--- config.mk ---
export PLATFORM = sky130hd
export DESIGN_NAME = seq_divider_flat
export DESIGN_NICKNAME = d
export VERILOG_FILES = /design/src/rtl/fft_pkg.sv /design/src/rtl/seq_divider_if.sv /design/src/rtl/seq_divider.sv /design/src/flat_wrapper.sv
export SDC_FILE = /design/constraint.sdc
export NUM_CORES = 1
export LEC_CHECK = 0
export CORE_ASPECT_RATIO = 1.25
export CORE_MARGIN = 8
export CORE_UTILIZATION = 40
export DETAILED_ROUTE_END_ITERATION = 8
export HOLD_SLACK_MARGIN = 0.12
export PLACE_DENSITY_LB_ADDON = 0.1
export SLEW_MARGIN = 10
export SYNTH_ARGS = -nofsm -noshare
export SYNTH_HDL_FRONTEND = slang
export SYNTH_SLANG_ARGS = --single-unit
--- constraint.sdc ---
create_clock -name clk -period 4.3 [get_ports clk]
set_input_delay 0.86 -clock clk [delete_from_list [all_inputs] [get_ports clk]]
set_output_delay 0.86 -clock clk [all_outputs]
set_load 0.05 [all_outputs]
--- src/rtl/fft_pkg.sv ---
// rtl/fft_pkg.sv - shared FFT datapath types and constants
// Divider state encoding, default operand width and saturation limits.
package fft_pkg;

  localparam int DATA_WIDTH = 32;
  localparam int SAT_BITS   = 64;

  typedef enum logic [1:0] {
    IDLE,
    CALC,
    FIX
  } div_state_t;

  // Callers truncate these to W bits to get 0x7F..F and 0x80..0.
  function automatic logic [SAT_BITS-1:0] q_max(input int w);
    return (SAT_BITS'(1) << (w - 1)) - SAT_BITS'(1);
  endfunction

  function automatic logic [SAT_BITS-1:0] q_min(input int w);
    return SAT_BITS'(1) << (w - 1);
  endfunction

endpackage

--- src/rtl/seq_divider_if.sv ---
// rtl/seq_divider_if.sv - start/done handshake and result bundle for seq_divider
// The requester holds the master side; the divider holds the slave side.
interface seq_divider_if #(
  parameter int DATA_WIDTH = fft_pkg::DATA_WIDTH
);

  logic                      start;
  logic [2*DATA_WIDTH-1:0]   dividend;
  logic [DATA_WIDTH-1:0]     divisor;
  logic                      busy;
  logic                      done;
  logic [DATA_WIDTH-1:0]     quotient;
  logic [DATA_WIDTH-1:0]     remainder;
  logic                      div_by_zero;
  logic                      overflow;

  modport master (
    output start, dividend, divisor,
    input  busy, done, quotient, remainder, div_by_zero, overflow
  );

  modport slave (
    input  start, dividend, divisor,
    output busy, done, quotient, remainder, div_by_zero, overflow
  );

endinterface

--- src/rtl/seq_divider.sv ---
// rtl/seq_divider.sv - iterative signed divider, 2W-bit dividend by W-bit divisor
// Restoring division on magnitudes, one quotient bit per cycle; signs and saturation applied in FIX.
module seq_divider #(
  parameter int DATA_WIDTH = fft_pkg::DATA_WIDTH
) (
  input logic          clk,
  input logic          aclr,
  seq_divider_if.slave bus
);

  import fft_pkg::*;

  localparam int W     = DATA_WIDTH;
  localparam int CNT_W = $clog2(W);
  localparam logic [W-1:0] Q_MAX = W'(q_max(W));
  localparam logic [W-1:0] Q_MIN = W'(q_min(W));

  function automatic logic [2*W-1:0] abs_wide(input logic [2*W-1:0] v);
    return v[2*W-1] ? -v : v;
  endfunction

  function automatic logic [W-1:0] abs_narrow(input logic [W-1:0] v);
    return v[W-1] ? -v : v;
  endfunction

  function automatic logic [W-1:0] apply_sign(input logic [W-1:0] mag, input logic neg);
    return neg ? -mag : mag;
  endfunction

  div_state_t       state;
  div_state_t       state_next;

  logic [2*W-1:0]   dvd_abs;
  logic [W-1:0]     dsr_abs;
  logic             dsr_zero;
  logic             early_ovf;

  logic [W-1:0]     dsr_mag;
  logic [W-1:0]     low_bits;
  logic [W-1:0]     rem;
  logic [W-1:0]     quo;
  logic [CNT_W-1:0] cnt;
  logic             sign_q;
  logic             sign_r;
  logic             pend_dbz;
  logic             pend_ovf;

  logic [W:0]       trial;
  logic             trial_ge;
  logic [W-1:0]     rem_step;

  logic             fix_ovf;
  logic [W-1:0]     q_fix;
  logic [W-1:0]     r_fix;

  assign dvd_abs   = abs_wide(bus.dividend);
  assign dsr_abs   = abs_narrow(bus.divisor);
  assign dsr_zero  = (bus.divisor == '0);
  // Upper half >= divisor means the magnitude quotient needs more than W bits.
  assign early_ovf = !dsr_zero && (dvd_abs[2*W-1:W] >= dsr_abs);

  assign trial    = {rem, low_bits[W-1]};
  assign trial_ge = (trial >= {1'b0, dsr_mag});
  assign rem_step = trial_ge ? W'(trial - {1'b0, dsr_mag}) : trial[W-1:0];

  always_ff @(posedge clk or negedge aclr) begin
    if (!aclr) begin
      state <= IDLE;
    end else begin
      state <= state_next;
    end
  end

  always_comb begin
    state_next = state;
    case (state)
      IDLE: begin
        if (bus.start) begin
          if (dsr_zero || early_ovf) begin
            state_next = FIX;
          end else begin
            state_next = CALC;
          end
        end
      end
      CALC: begin
        if (cnt == '0) begin
          state_next = FIX;
        end
      end
      FIX: begin
        state_next = IDLE;
      end
      default: begin
        state_next = IDLE;
      end
    endcase
  end

  always_comb begin
    fix_ovf = 1'b0;
    q_fix   = '0;
    r_fix   = '0;
    if (pend_dbz) begin
      fix_ovf = 1'b0;
    end else if (pend_ovf || (!sign_q && (quo > Q_MAX)) || (sign_q && (quo > Q_MIN))) begin
      fix_ovf = 1'b1;
      q_fix   = sign_q ? Q_MIN : Q_MAX;
    end else begin
      q_fix = apply_sign(quo, sign_q);
      r_fix = apply_sign(rem, sign_r);
    end
  end

  always_ff @(posedge clk or negedge aclr) begin
    if (!aclr) begin
      dsr_mag         <= '0;
      low_bits        <= '0;
      rem             <= '0;
      quo             <= '0;
      cnt             <= '0;
      sign_q          <= 1'b0;
      sign_r          <= 1'b0;
      pend_dbz        <= 1'b0;
      pend_ovf        <= 1'b0;
      bus.busy        <= 1'b0;
      bus.done        <= 1'b0;
      bus.quotient    <= '0;
      bus.remainder   <= '0;
      bus.div_by_zero <= 1'b0;
      bus.overflow    <= 1'b0;
    end else begin
      bus.done <= 1'b0;
      case (state)
        IDLE: begin
          if (bus.start) begin
            dsr_mag  <= dsr_abs;
            rem      <= dvd_abs[2*W-1:W];
            low_bits <= dvd_abs[W-1:0];
            quo      <= '0;
            cnt      <= CNT_W'(W - 1);
            sign_q   <= bus.dividend[2*W-1] ^ bus.divisor[W-1];
            sign_r   <= bus.dividend[2*W-1];
            pend_dbz <= dsr_zero;
            pend_ovf <= early_ovf;
            bus.busy <= 1'b1;
          end
        end
        CALC: begin
          rem      <= rem_step;
          quo      <= {quo[W-2:0], trial_ge};
          low_bits <= {low_bits[W-2:0], 1'b0};
          cnt      <= cnt - CNT_W'(1);
        end
        FIX: begin
          bus.quotient    <= q_fix;
          bus.remainder   <= r_fix;
          bus.div_by_zero <= pend_dbz;
          bus.overflow    <= fix_ovf;
          bus.done        <= 1'b1;
          bus.busy        <= 1'b0;
        end
        default: begin
          bus.busy <= 1'b0;
        end
      endcase
    end
  end

endmodule

--- src/flat_wrapper.sv ---
// flat-port wrapper written by rule: the top's interface ports become plain ports
module seq_divider_flat import fft_pkg::*;
#(
  parameter int DATA_WIDTH = fft_pkg::DATA_WIDTH
)
  (clk, aclr, bus_start, bus_dividend, bus_divisor, bus_busy, bus_done, bus_quotient, bus_remainder, bus_div_by_zero, bus_overflow);
  seq_divider_if #(.DATA_WIDTH(DATA_WIDTH)) bus_i ();
  input logic clk;
  input logic aclr;
  input wire logic [$bits(bus_i.start)-1:0] bus_start;
  input wire logic [$bits(bus_i.dividend)-1:0] bus_dividend;
  input wire logic [$bits(bus_i.divisor)-1:0] bus_divisor;
  output wire logic [$bits(bus_i.busy)-1:0] bus_busy;
  output wire logic [$bits(bus_i.done)-1:0] bus_done;
  output wire logic [$bits(bus_i.quotient)-1:0] bus_quotient;
  output wire logic [$bits(bus_i.remainder)-1:0] bus_remainder;
  output wire logic [$bits(bus_i.div_by_zero)-1:0] bus_div_by_zero;
  output wire logic [$bits(bus_i.overflow)-1:0] bus_overflow;
  assign bus_i.start = bus_start;
  assign bus_i.dividend = bus_dividend;
  assign bus_i.divisor = bus_divisor;
  assign bus_busy = bus_i.busy;
  assign bus_done = bus_i.done;
  assign bus_quotient = bus_i.quotient;
  assign bus_remainder = bus_i.remainder;
  assign bus_div_by_zero = bus_i.div_by_zero;
  assign bus_overflow = bus_i.overflow;
  seq_divider #(.DATA_WIDTH(DATA_WIDTH)) u_core (.clk(clk), .aclr(aclr), .bus(bus_i));
endmodule
==> out/metrics.cfg <==
[cells_and_area]
fin_nets = 2180
final_core_util_pct = 54.34
fillers = 3376
multiInputGateArea_sq_um = 8838
antenna-diode-count = 0
design_area_sq_um = 19160
drive_above_1_share_pct = 17.46
area.sequential_sq_um = 5180
area_delta_synth_final_pct = 34.05

[setup_path]
crit_fanout = 5
path_cells = buf_6 > or4_4 > nor3_4 > and4_1 > buf_6 > buf_12 > nand4_1 > nand2b_4 > o41ai_4 > xnor2_1 > ha_1 > a211oi_2 > o211ai_1 > a221o_1 > a211o_1 > or3_4 > a22o_1
cpMaxStageDelayCell = or4_4
cp.depth = 17
rr_worst_depth = 11
required_ns = 4.73
cp_top_family = compound AO/OA/AOI/OAI gates
end_kind = flip-flop
r2r_slack_ns = 0.73
reg2reg_to = u_core.bus.quotient[20]$_DFFE_PN0P_
arrival_ns = 4.83
startpoint_type = primary input
cp_common_cell = buf_6
cpPeakStageDelay_ns = 0.55
rr_startpoint = u_core.quo[0]$_DFFE_PN0P_
crit_buf_inv = 3
critPathKind = in -> reg

[pwr]
power_frac_seq_pct = 26.0
vdd_drop_max_mv = 0.3923
power_mw = 14.62
p_leak_nw = 8.380
intPower_mw = 7.753
clock_power_share_pct = 15.0
power_switching_mw = 6.871
power_frac_comb_pct = 59.0
powerDensity_nw_per_um2 = 763.2
swShare_pct = 46.98

[synth]
netlist_instances = 1672
synth-edff-count = 0
async_flop_share_pct = 100.0
ys_types = 70
synth-main-ff-cell = dfrtp_1
yosys_warnings = 0
synth_seq_cells = 207
synth_nets = 1842
yosysSeqAreaShare_pct = 36.24
syn_avg_cell_area_sq_um = 8.550
synth_area_sq_um = 14290

[floorplan]
start_util_pct = 40.54
fp.dieArea_sq_um = 42080
die_h_microns = 227.4
row_count = 77
ioPinCount = 167
coreArea_sq_um = 35260
chipWidth_microns = 185.1

[global_route]
antenna_found_initial = 0
grt-ovfl-total = 0
grt_max_degree = 80
grt.total_usage_pct = 21.56
grt_pass1_wl_mm = 73.52
grt_pass1_vias = 13865

[clock_network]
cts_tree = done
clk_path_buf_depth = 3
clock_latency_ns = 0.55
ctsRootBufferMaster = clkbuf_16
cts-buffers-inserted = 24
path_clk_slew_ns = 0.06
htree_levels = 1
clkSinkCount = 207

[timing]
slew_violations = 0
fin_crit_ns = 4.401
tightest_slew_ns = 0.9459
skew_ns = 0.01639
worst_slack_ns = -0.1015
final.setup.tns_ns = -0.1015
max_freq_mhz = 227.2
hold_viol = 0
relSlewSlack_pct = 36.94
finalSetupViolCount = 1
rsz0062_at_grt = true
post-route-period-util_pct = 102.4

[min_path]
hp-class = in -> async

[routing]
dr.pass1.iters = 5
via_per_inst = 5.471
wl_mm = 45.41
via_count = 13684
wl_per_cell_microns = 18.16
drc = 0
drtIter0Drc = 738
ant_nets = 0

[status]
status = finished with violations
violations = setup timing

[place]
dpl_cell_area_sq_um = 17960
hpwl_mm = 34.61
gp_congestion = 0.9063
port_buffers = 166

[flow_run]
drv_cap = 0

==> power groups by stage <==
stage | clock, mW | combinational, mW | sequential (mW)
floorplan | 0 | 5.34 | 4.49
global placement | 0 | 8.48 | 3.79
detailed placement | 0 | 8.57 | 3.83
CTS | 2.25 | 8.63 | 3.80
global route | 2.33 | 9.55 | 3.94
finish | 2.19 | 8.63 | 3.80
==> timing repair <==
item	in CTS	in global routing
hold buffers	0	0
cloned	0	0
endpoints found under the hold margin	0	0
pin swaps	29	23
gates resized for setup	76	18
buffers inserted	11	8
setup endpoints to repair	3	3
==> state kept, by name, summed over array words and instances (netlist names), 2 cells and up <==
name and count:
u_core.quo 32, u_core.rem 32, u_core.bus.remainder 32, u_core.dsr_mag 32, u_core.low_bits 32, u_core.bus.quotient 32
u_core.state 2, u_core.cnt 5
==> layout make-up <==
cell class	instances	share of cell area, %
Tap cell	474	3.095
Multi-Input combinational cell	1311	46.12
Inverter	62	1.214
Timing Repair Buffer	404	18.15
Clock buffer	32	3.500
Sequential cell	207	27.03
Clock inverter	11	0.8880
==> through the flow <==
step	worst slack (ns)	hold WS (ns)	instances
floorplan	-0.3132	0.4498	1672
global placement	-1.185	0.4539	2439
detailed placement	-1.251	0.4592	2439
CTS	-0.1710	0.3587	2493
global route	-0.2448	0.4032	2501
finish	-0.1015	0.3413	2501
==> synth_stat cells (33+ instances only) <==
cell type,number,area share (%)
clkbuf_1,79,2.1
nand2_1,223,5.9
a22o_1,33,2.0
o21ai_0,207,7.2
ha_1,70,6.1
inv_1,62,1.6
nor2_1,68,1.8
o31ai_1,49,2.6
dfrtp_1,207,36
a21oi_1,92,3.2
xor2_1,71,4.4
xnor2_1,92,5.6
==> routing by layer <==
metal	wire length (microns)	vias up	GRT usage, %	share of wire, %
met5	0	-	0	0
met4	987	0	5.507	2.2
met3	2936	61	3.736	6.5
met2	21110	356	36.09	46
met1	20370	6516	28.51	45
li1	-	6751	-	-
==> worst register-to-register path, cell delays in order (launching register included) <==
cell	delay [ns]
dfrtp_1	0.42
inv_1	0.14
ha_1	0.20
or3b_1	0.38
or3_4	0.39
nor4_4	0.40
nand3_2	0.17
a21oi_4	0.31
nand2_1	0.42
o31ai_1	0.36
a21oi_1	0.08
o31ai_1	0.19
==> worst max path at each step <==
| stage | start | to | slack, ns |
|---|---|---|---|
| floorplan | bus_dividend[12] | u_core.state[1]$_DFFE_PN0P_ | -0.31 |
| global placement | bus_dividend[12] | u_core.state[1]$_DFFE_PN0P_ | -1.18 |
| detailed placement | bus_dividend[9] | u_core.state[1]$_DFFE_PN0P_ | -1.25 |
| CTS | bus_dividend[15] | u_core.state[1]$_DFFE_PN0P_ | -0.17 |
| global route | bus_dividend[19] | u_core.state[1]$_DFFE_PN0P_ | -0.24 |
| finish | bus_dividend[15] | u_core.state[1]$_DFFE_PN0P_ | -0.10 |
==> logic make-up after synthesis <==
logic type	count (synthesis)	synth area share, %
compound gates	553	24.49
xor+xnor	163	9.987
fa+ha+maj	71	6.267
buf+inv	154	4.096
flops	207	36.24
mux	27	1.899
simple gates	497	17.02
==> layout by cell type, fill, tap and decap left out, types with 11 or more instances in the layout <==
master             n
nor3_1            27
dfrtp_1          207
nand2_1          220
a22oi_1           29
clkbuf_16         24
a31oi_1           11
and3_1            11
nor2_1            64
buf_4            232
xnor2_1           90
xor2_1            70
ha_1              69
o21ai_0          204
a21oi_1           91
clkdlybuf4s50_1  146
a21o_1            24
nand3_1           17
mux2i_1           26
a211oi_1          11
nand2b_1          18
o22ai_1           21
nand4_1           20
or3_1             23
nor2b_1           12
inv_1             62
a22o_1            33
nor3b_1           13
o31ai_1           44
o41ai_1           17
Note: power is estimated with default switching activity, not from simulation.
